**config.mk**
```make
export PLATFORM = sky130hd
export DESIGN_NAME = rom_ram_scan_mem
export DESIGN_NICKNAME = d
export VERILOG_FILES = /design/src/rtl/rom_ram_scan_mem.sv
export SDC_FILE = /design/constraint.sdc
export NUM_CORES = 1
export LEC_CHECK = 0
export CORE_AREA = 2 2 63 65
export CTS_BUF_LIST = sky130_fd_sc_hd__clkbuf_8
export DETAILED_ROUTE_END_ITERATION = 10
export DIE_AREA = 0 0 65 67
export PLACE_DENSITY = 0.73
export SETUP_SLACK_MARGIN = 0.05
export SLEW_MARGIN = 40
export SYNTH_ARGS = -nofsm -noshare
export SYNTH_HDL_FRONTEND = slang
export SYNTH_SLANG_ARGS = --single-unit
```
**constraint.sdc**
```tcl
create_clock -name clk_2 -period 6.23 [get_ports clk_2]
set_input_delay 1.869 -clock clk_2 [delete_from_list [all_inputs] [get_ports clk_2]]
set_output_delay 1.869 -clock clk_2 [all_outputs]
set_load 0.01 [all_outputs]
```
**src/rtl/rom_ram_scan_mem.sv**
```systemverilog
// Registered memory: low NROM words are constant ROM, the rest writable RAM.
// Manual mode reads/writes a switch address; scan mode sweeps all addresses at a divided rate.
module rom_ram_scan_mem #(
  parameter int NBITS_DATA = 4,
  parameter int NBITS_ADDR = 3,
  parameter int NROM       = 4,
  parameter int SCAN_DIV   = 2
) (
  input  logic                  clk_2,
  input  logic                  reset,
  input  logic                  mode,
  input  logic [NBITS_ADDR-1:0] addr,
  input  logic                  we,
  input  logic [NBITS_DATA-1:0] wdata,
  output logic [NBITS_DATA-1:0] rdata,
  output logic [NBITS_ADDR-1:0] raddr,
  output logic                  rvalid,
  output logic                  wr_err,
  output logic [7:0]            err_cnt
);

  localparam int DEPTH = 2 ** NBITS_ADDR;
  localparam int DIV_W = (SCAN_DIV > 1) ? $clog2(SCAN_DIV) : 1;
  localparam logic [NBITS_ADDR:0]   NROM_W   = (NBITS_ADDR + 1)'(NROM);
  localparam logic [DIV_W-1:0]      DIV_LAST = DIV_W'(SCAN_DIV - 1);
  localparam logic [DIV_W-1:0]      DIV_ONE  = DIV_W'(1);
  localparam logic [NBITS_ADDR-1:0] ADDR_ONE = NBITS_ADDR'(1);

  function automatic logic [NBITS_DATA-1:0] rom_word(input logic [NBITS_ADDR-1:0] a);
    logic [31:0] w;
    w = 32'd3 * (32'(a) + 32'd1);
    return w[NBITS_DATA-1:0];
  endfunction

  function automatic logic is_rom(input logic [NBITS_ADDR-1:0] a);
    return {1'b0, a} < NROM_W;
  endfunction

  function automatic logic [7:0] sat_inc8(input logic [7:0] c);
    return (c == 8'hFF) ? c : c + 8'd1;
  endfunction

  logic                  mode_q;
  logic [NBITS_ADDR-1:0] scan_addr;
  logic [NBITS_ADDR-1:0] scan_addr_nxt;
  logic [DIV_W-1:0]      div_cnt;
  logic [DIV_W-1:0]      div_nxt;
  logic [NBITS_ADDR-1:0] asel;
  logic [NBITS_DATA-1:0] rd_word;
  logic                  wr_ram;
  logic                  wr_rom;
  logic [NBITS_DATA-1:0] ram [DEPTH];

  logic [NBITS_DATA-1:0] rdata_p1;
  logic [NBITS_ADDR-1:0] raddr_p1;
  logic                  vld_p1;
  logic                  wr_err_p1;
  logic [7:0]            err_cnt_p1;

  // The address read on a scan edge is the one the scan counter moves to, so
  // the entry edge reads 0 and every address is shown for SCAN_DIV cycles.
  always_comb begin
    scan_addr_nxt = scan_addr;
    div_nxt       = div_cnt;
    if (!mode_q) begin
      scan_addr_nxt = '0;
      div_nxt       = '0;
    end else if (div_cnt == DIV_LAST) begin
      scan_addr_nxt = scan_addr + ADDR_ONE;
      div_nxt       = '0;
    end else begin
      div_nxt = div_cnt + DIV_ONE;
    end
  end

  always_comb begin
    asel    = mode ? scan_addr_nxt : addr;
    rd_word = is_rom(asel) ? rom_word(asel) : ram[asel];
    wr_ram  = !mode && we && !is_rom(addr);
    wr_rom  = !mode && we && is_rom(addr);
  end

  // Stage p1: registered read, write commit and error bookkeeping.
  always_ff @(posedge clk_2) begin
    if (reset) begin
      rdata_p1   <= '0;
      raddr_p1   <= '0;
      vld_p1     <= 1'b0;
      wr_err_p1  <= 1'b0;
      err_cnt_p1 <= 8'd0;
      scan_addr  <= '0;
      div_cnt    <= '0;
      mode_q     <= 1'b0;
      for (int i = 0; i < DEPTH; i++) ram[i] <= '0;
    end else begin
      rdata_p1  <= rd_word;
      raddr_p1  <= asel;
      vld_p1    <= 1'b1;
      wr_err_p1 <= wr_rom;
      mode_q    <= mode;
      if (wr_rom) err_cnt_p1 <= sat_inc8(err_cnt_p1);
      if (wr_ram) ram[addr] <= wdata;
      if (mode) begin
        scan_addr <= scan_addr_nxt;
        div_cnt   <= div_nxt;
      end
    end
  end

  assign rdata   = rdata_p1;
  assign raddr   = raddr_p1;
  assign rvalid  = vld_p1;
  assign wr_err  = wr_err_p1;
  assign err_cnt = err_cnt_p1;

endmodule

```
==> flow_summary_export.csv, run 1 <==
group,metric,value,unit
global_routing,grtUsageMet1,19.8,%
synthesis,synthesis.area,1750,um^2
cells_and_area,most-common-layout-cells,"sky130_fd_sc_hd__clkdlybuf4s50_1 (27), sky130_fd_sc_hd__dfxtp_1 (22), sky130_fd_sc_hd__and2_1 (17)",
clock_tree,worstSkewPairLatency,280,ps
floorplanning,core,3610,um^2
synthesis,synthesis.instances,159,
power_and_ir_drop,p_leak,0.000793,uW
floorplanning,num_ports,28,
floorplanning,dieWidth,65,um
setup_path,reg2reg_slack,3770,ps
clock_tree,cts_tree,"yes",
synthesis,yosysUniqueCellTypes,45,
status,outcome,"completed",
synthesis,synth_ff_type,"sky130_fd_sc_hd__dfxtp_1",
worst_hold_path,worst_case_hold_path_end_point,"scan_addr[1]",
setup_path,setup.worst_path.class,"primary input to flip-flop",
setup_path,timing.critical_path.to_type,"flip-flop",
clock_tree,htreeDepth,2,
cells_and_area,layout-drive-gt1-share,11.1,%
setup_path,cp_slowest_stage_delay,760,ps
clock_tree,cts_resized,0,
setup_path,crit_path_max_fanout,12,
global_routing,number_of_antenna_violations_at_the_first_check_in_global_routing,0,
setup_path,timing.critical_path.buf_inv,1,
setup_path,reg2regPathDepth,8,
setup_path,cp-start-kind,"primary input",
cells_and_area,final_nets,204,
timing,fin_tns_setup,0,ps
global_routing,grt_start_max_net_pins,19,
clock_tree,clockBufferDepth,2,
timing,setup_repair_after_global_routing_missed_its_margin,"no",
drt,drtPass1Iterations,4,
global_routing,first_global_vias,1154,
synthesis,synth-edff-count,16,
setup_path,slowest_stage,"sky130_fd_sc_hd__clkdlybuf4s50_1",
floorplanning,die_height,67,um
floorplanning,die_area,4360,um^2
power_and_ir_drop,power_density,223,nW/um^2
timing,achievable-frequency,230,MHz
timing,slew_violations,0,
timing,hold_ws,487,ps
drt,via_per_inst,5.09,
placed_design,place_congestion,0.817,
worst_hold_path,worst_hold_path_type,"flip-flop to flip-flop",
global_routing,grt_pass1_wl,5380,um
drt,vias,1207,
timing,worst_clock_skew,3.46,ps
synthesis,async_reset_ff_share,0,%
worst_hold_path,hp-start,"scan_addr[1]",
clock_tree,post-cts-setup-buffers,0,
clock_tree,root_buffer,"sky130_fd_sc_hd__clkbuf_8",
timing,setup_viol_count_final,0,
setup_path,crit_family,"buffers and inverters",
global_routing,grt_use_met2,28.1,%
clock_tree,clkSlewWorstSetupHoldPaths,70,ps
setup_path,worst-endpoint-arrival,4520,ps
placed_design,port-buffer-count,27,
cells_and_area,areaGrowthSynthToFinish,21.8,%
setup_path,path_cells,"clkdlybuf4s50_1 -> nand2_1 -> o22ai_4 -> ha_1 -> xnor2_1 -> fa_1 -> xor2_1 -> a31o_2",
timing,relSlewSlack,57.7,%
run,maxCapViolCount,0,
synthesis,ys_seq_area_share,52.5,%
timing,slew_at_the_pin_closest_to_its_max_slew_limit,632,ps
synthesis,synth_seq_cells,38,
global_routing,global_route.usage.met3,4.90,%
cells_and_area,diodes,0,
placed_design,detailed_place_hpwl,2320,um
drt,first_iter_violations,90,
timing,post-route-period-util,69.8,%
setup_path,data_required_time_at_the_worst_endpoint,6400,ps
global_routing,gr-usage-all-layers,16.4,%
power_and_ir_drop,power.total,477,uW
floorplanning,initial_util,48.6,%
timing,finalCriticalPeriod,4350,ps
clock_tree,cts_made_buffers,5,
setup_path,worstReg2RegEnd,"rdata[3]",
timing,setup_slack_after_layout,1880,ps
clock_tree,cts_hold_repair.buffers,0,
timing,finalHoldViolations,0,
power_and_ir_drop,max-vdd-ir-drop,0.174,mV
drt,ant_nets,0,
worst_hold_path,hold_path_depth,2,
synthesis,synth.avg_cell_area,11.0,um^2
setup_path,worst_r2r_startpoint,"scan_addr[0]",
global_routing,global_route.overflow_total,0,
floorplanning,floorplan.rows,22,
global_routing,grt_most_used_layer,"met2",
drt,postRouteWirelength,3090,um
clock_tree,cts.sinks,38,
synthesis,synth-warning-count,0,
drt,remaining_drc_errors,0,
drt,avgRoutedWirePerCell,13.0,um
placed_design,preCtsSetupSlack,1600,ps
cells_and_area,most_common_cell_after_layout_fill_and_taps_aside,"sky130_fd_sc_hd__clkdlybuf4s50_1",
synthesis,postSynthNetCount,175,
## metal layers
layer	share of wire, %	routed length (um)	up-vias
met3	4.3	134	4
met4	1.2	36	0
li1	-	-	618
met5	0	0	-
met1	46	1410	557
met2	49	1510	28
## layout make-up
type / count / area [um^2]
flip-flops and latches: 38 / 921
multi-input cells: 110 / 782
fillers: 311 / 1470
inverters: 6 / 22.5
clock buffers: 5 / 68.8
clock inverters: 3 / 11.3
well taps: 48 / 60.1
repair buffers: 27 / 270
## report_power, final
part           switching, uW  leakage (uW)  internal (uW)
clock network           77.9     0.0000519           74.5
registers               4.29      0.000332            270
logic                   24.1      0.000409           25.7
## cell usage after synthesis, types with 2 or more instances
library cell               instances  area [um^2]
sky130_fd_sc_hd__o32ai_1           2         17.5
sky130_fd_sc_hd__nand3_1           2         10.0
sky130_fd_sc_hd__edfxtp_1         16          480
sky130_fd_sc_hd__xnor2_1           5         43.8
sky130_fd_sc_hd__and3_1            2         12.5
sky130_fd_sc_hd__o21ai_0           5         25.0
sky130_fd_sc_hd__clkbuf_1          2         7.51
sky130_fd_sc_hd__ha_1              4         50.1
sky130_fd_sc_hd__inv_1             5         18.8
sky130_fd_sc_hd__nand4_1           4         25.0
sky130_fd_sc_hd__nor2_1           13         48.8
sky130_fd_sc_hd__nor2b_1           2         12.5
sky130_fd_sc_hd__or2_2             3         18.8
sky130_fd_sc_hd__dfxtp_1          22          440
sky130_fd_sc_hd__and2_1           17          106
sky130_fd_sc_hd__mux2i_1           7         70.1
sky130_fd_sc_hd__nand2_1           8         30.0
sky130_fd_sc_hd__nor3_1            3         15.0
sky130_fd_sc_hd__xor2_1            4         35.0
sky130_fd_sc_hd__o211ai_1          2         15.0
sky130_fd_sc_hd__a21oi_1           5         25.0
sky130_fd_sc_hd__mux2_2            3         33.8
## kinds of logic (layout without fill, tap and decap cells)
logic type	after synthesis	in the layout	synth area share [%]
compound gates	22	22	9.56
xor+xnor	9	9	4.50
fa+ha+maj	5	5	4.00
buf+inv	11	41	2.85
flops	38	38	52.5
mux	11	11	6.71
simple gates	63	63	19.8
## per-stage QoR
stage                     utilization [%]  instance area (um^2)  instances
after global routing                 59.2                  2140        237
final                                59.2                  2140        237
after global placement               57.0                  2060        229
after floorplan                         -                  1750        159
after CTS                            59.2                  2140        237
after detailed placement             57.0                  2060        229
## sequential cells by signal, summed over array words and instances (netlist names)
register	count
ram	16
err_cnt	8
rdata	4
raddr	3
scan_addr	3
div_cnt	1
mode_q	1
rvalid	1
wr_err	1
## tightest hold or removal path: cells and delay by family (launching register included)
kind | cells | cell delay (ps)
and+or+nand+nor | 1 | 60
AOI/OAI and AO/OA | 1 | 50
DFF | 1 | 330
## worst max path at each step
stage / startpoint / endpoint / slack, ps / depth (start not counted)
CTS: mode / rdata[3] / 1890 / 8
finish: mode / rdata[3] / 1880 / 8
floorplan: mode / rdata[3] / 2610 / 7
global placement: mode / rdata[3] / 1710 / 8
detailed placement: mode / rdata[3] / 1600 / 8
global route: mode / rdata[3] / 1720 / 8
(Power assumes the default switching activity.)
==> inputs of run 2 (changes only) <==
--- a/config.mk
+++ b/config.mk
@@ -9,7 +9,7 @@
 export CTS_BUF_LIST = sky130_fd_sc_hd__clkbuf_8
 export DETAILED_ROUTE_END_ITERATION = 10
 export DIE_AREA = 0 0 65 67
-export PLACE_DENSITY = 0.73
+export PLACE_DENSITY = 0.75
 export SETUP_SLACK_MARGIN = 0.05
 export SLEW_MARGIN = 40
 export SYNTH_ARGS = -nofsm -noshare
==> constraint.sdc (replaced) <==
create_clock -name clk_2 -period 3.75 [get_ports clk_2]
set_input_delay 1.125 -clock clk_2 [delete_from_list [all_inputs] [get_ports clk_2]]
set_output_delay 1.125 -clock clk_2 [all_outputs]
set_load 0.01 [all_outputs]
==> run 2 against run 1 <==
Net effect: global-route usage up 0.76 points; setup slack worse by 1400 ps; critical path depth grew 1; non-clock buffer count up 4; largest cell class unchanged; clock skew grew 1.7 ps; die area did not move; hold slack better by 2.9 ps; highest routed layer unchanged; sequential share of layout area is 0.62 points lower; final area increased by 1.5%; clock-buffer cell count stayed put.
==> flow_summary_export.csv, run 2 (synthesis gave the netlist of run 1 again) <==
group,metric,value,unit
timing,slew_violations,0,
floorplanning,floorplan.rows,22,
drt,avgRoutedWirePerCell,13.0,um
clock_tree,clockBufferDepth,2,
setup_path,worst_r2r_startpoint,"scan_addr[0]",
setup_path,worstReg2RegEnd,"rdata[3]",
drt,postRouteWirelength,3140,um
clock_tree,cts_made_buffers,5,
clock_tree,cts_hold_repair.buffers,0,
clock_tree,htreeDepth,2,
clock_tree,cts_resized,0,
timing,fin_tns_setup,0,ps
global_routing,number_of_antenna_violations_at_the_first_check_in_global_routing,0,
drt,via_per_inst,5.21,
cells_and_area,layout-drive-gt1-share,13.5,%
timing,slew_at_the_pin_closest_to_its_max_slew_limit,592,ps
setup_path,cp-start-kind,"primary input",
worst_hold_path,worst_hold_path_type,"flip-flop to flip-flop",
setup_path,timing.critical_path.to_type,"flip-flop",
setup_path,setup.worst_path.class,"primary input to flip-flop",
clock_tree,root_buffer,"sky130_fd_sc_hd__clkbuf_8",
power_and_ir_drop,max-vdd-ir-drop,0.216,mV
cells_and_area,most-common-layout-cells,"sky130_fd_sc_hd__clkdlybuf4s50_1 (27), sky130_fd_sc_hd__dfxtp_1 (22), sky130_fd_sc_hd__and2_1 (17)",
drt,drtPass1Iterations,4,
timing,relSlewSlack,60.1,%
placed_design,port-buffer-count,27,
setup_path,cp_slowest_stage_delay,590,ps
global_routing,grt_pass1_wl,5590,um
worst_hold_path,hold_path_depth,2,
timing,finalCriticalPeriod,3320,ps
drt,first_iter_violations,58,
floorplanning,initial_util,48.6,%
floorplanning,die_height,67,um
power_and_ir_drop,power_density,369,nW/um^2
floorplanning,num_ports,28,
clock_tree,worstSkewPairLatency,290,ps
status,outcome,"completed",
cells_and_area,final_nets,208,
setup_path,path_cells,"clkdlybuf4s50_1 -> nand2_1 -> o21a_2 -> inv_2 -> ha_1 -> xnor2_1 -> fa_1 -> xor2_1 -> a31o_2",
worst_hold_path,hp-start,"scan_addr[1]",
setup_path,timing.critical_path.buf_inv,2,
placed_design,detailed_place_hpwl,2410,um
timing,worst_clock_skew,5.12,ps
clock_tree,cts_tree,"yes",
cells_and_area,fill_cells,289,
global_routing,gr-usage-all-layers,17.2,%
global_routing,global_route.overflow_total,0,
timing,finalHoldViolations,0,
setup_path,data_required_time_at_the_worst_endpoint,3930,ps
cells_and_area,number_of_flip_flops_under_the_largest_register_name,16,
clock_tree,post-cts-setup-buffers,0,
timing,post-route-period-util,88.5,%
power_and_ir_drop,p_leak,0.000808,uW
floorplanning,die_area,4360,um^2
drt,vias,1256,
drt,ant_nets,0,
cells_and_area,most_common_cell_after_layout_fill_and_taps_aside,"sky130_fd_sc_hd__clkdlybuf4s50_1",
global_routing,first_global_vias,1298,
setup_path,startpoint,"mode",
floorplanning,core,3610,um^2
setup_path,reg2regPathDepth,8,
setup_path,reg2reg_slack,1380,ps
timing,setup_viol_count_final,0,
timing,hold_ws,490,ps
drt,remaining_drc_errors,0,
cells_and_area,largest-register,"ram",
run,maxCapViolCount,0,
setup_path,crit_family,"buffers and inverters",
clock_tree,clkSlewWorstSetupHoldPaths,70,ps
timing,achievable-frequency,301,MHz
setup_path,slowest_stage,"sky130_fd_sc_hd__clkdlybuf4s50_1",
global_routing,grt_start_max_net_pins,18,
cells_and_area,areaGrowthSynthToFinish,23.6,%
cells_and_area,diodes,0,
setup_path,crit_path_max_fanout,7,
floorplanning,dieWidth,65,um
timing,setup_repair_after_global_routing_missed_its_margin,"no",
setup_path,worst-endpoint-arrival,3500,ps
worst_hold_path,worst_case_hold_path_end_point,"scan_addr[1]",
clock_tree,cts.sinks,38,
placed_design,place_congestion,0.777,
[run 2: cell types whose count changed in the layout (fill, tap and decap cells not counted)]
cell / change
sky130_fd_sc_hd__buf_4: +4
sky130_fd_sc_hd__clkinv_2: +1
sky130_fd_sc_hd__inv_1: -2
sky130_fd_sc_hd__clkinv_1: +1
[run 2: per-layer routing]
layer | global-route usage, % | share of wire [%]
met3 | 5.24 | 3.5
met5 | 0 | 0
met1 | 18.2 | 42
met4 | 9.31 | 2.2
met2 | 30.5 | 52
[run 2: power breakdown]
part	switching, uW	internal, uW	total, uW
Clock	135	125	260
Combinational	40.4	44.9	85.2
Sequential	6.84	449	455
Total	182	618	800
[run 2: worst reg2reg max path: cells and delay by family (launching register included)]
kind                     cells  cell delay [ps]
multiplexers                 1              220
AO/OA/AOI/OAI                2              370
adder cells (fa/ha/maj)      3             1000
XOR/XNOR                     2              330
flip-flops                   1              350
[run 2: final cells by class]
class / instances / area, um^2 / area share, %
Tap cell: 48 / 60.1 / 2.77
Timing Repair Buffer: 31 / 300 / 13.9
Clock inverter: 3 / 12.5 / 0.577
Sequential cell: 38 / 921 / 42.5
Multi-Input combinational cell: 110 / 782 / 36.1
Clock buffer: 5 / 68.8 / 3.18
Inverter: 6 / 22.5 / 1.04
[run 2: worst max-delay path by stage]
| stage | endpoint | slack (ps) | depth (start not counted) |
|---|---|---|---|
| 2_1_floorplan | rdata[3] | 870 | 7 |
| 3_3_place_gp | rdata[3] | 230 | 9 |
| 3_5_place_dp | rdata[3] | 150 | 9 |
| 4_1_cts | rdata[3] | 450 | 9 |
| 5_1_grt | rdata[3] | 330 | 9 |
| 6_report | rdata[3] | 430 | 9 |
[run 2: per-stage QoR]
| step | std cells | utilization, % | instance area, um^2 | power (uW) | worst slack (ps) |
|---|---|---|---|---|---|
| 6_report | 241 | 60.1 | 2170 | 800 | 433 |
| 2_1_floorplan | 159 | - | 1750 | 512 | 871 |
| 4_1_cts | 241 | 60.1 | 2170 | 804 | 446 |
| 3_5_place_dp | 233 | 57.8 | 2090 | 550 | 151 |
| 5_1_grt | 241 | 60.1 | 2170 | 836 | 334 |
| 3_3_place_gp | 233 | 57.8 | 2090 | 548 | 235 |
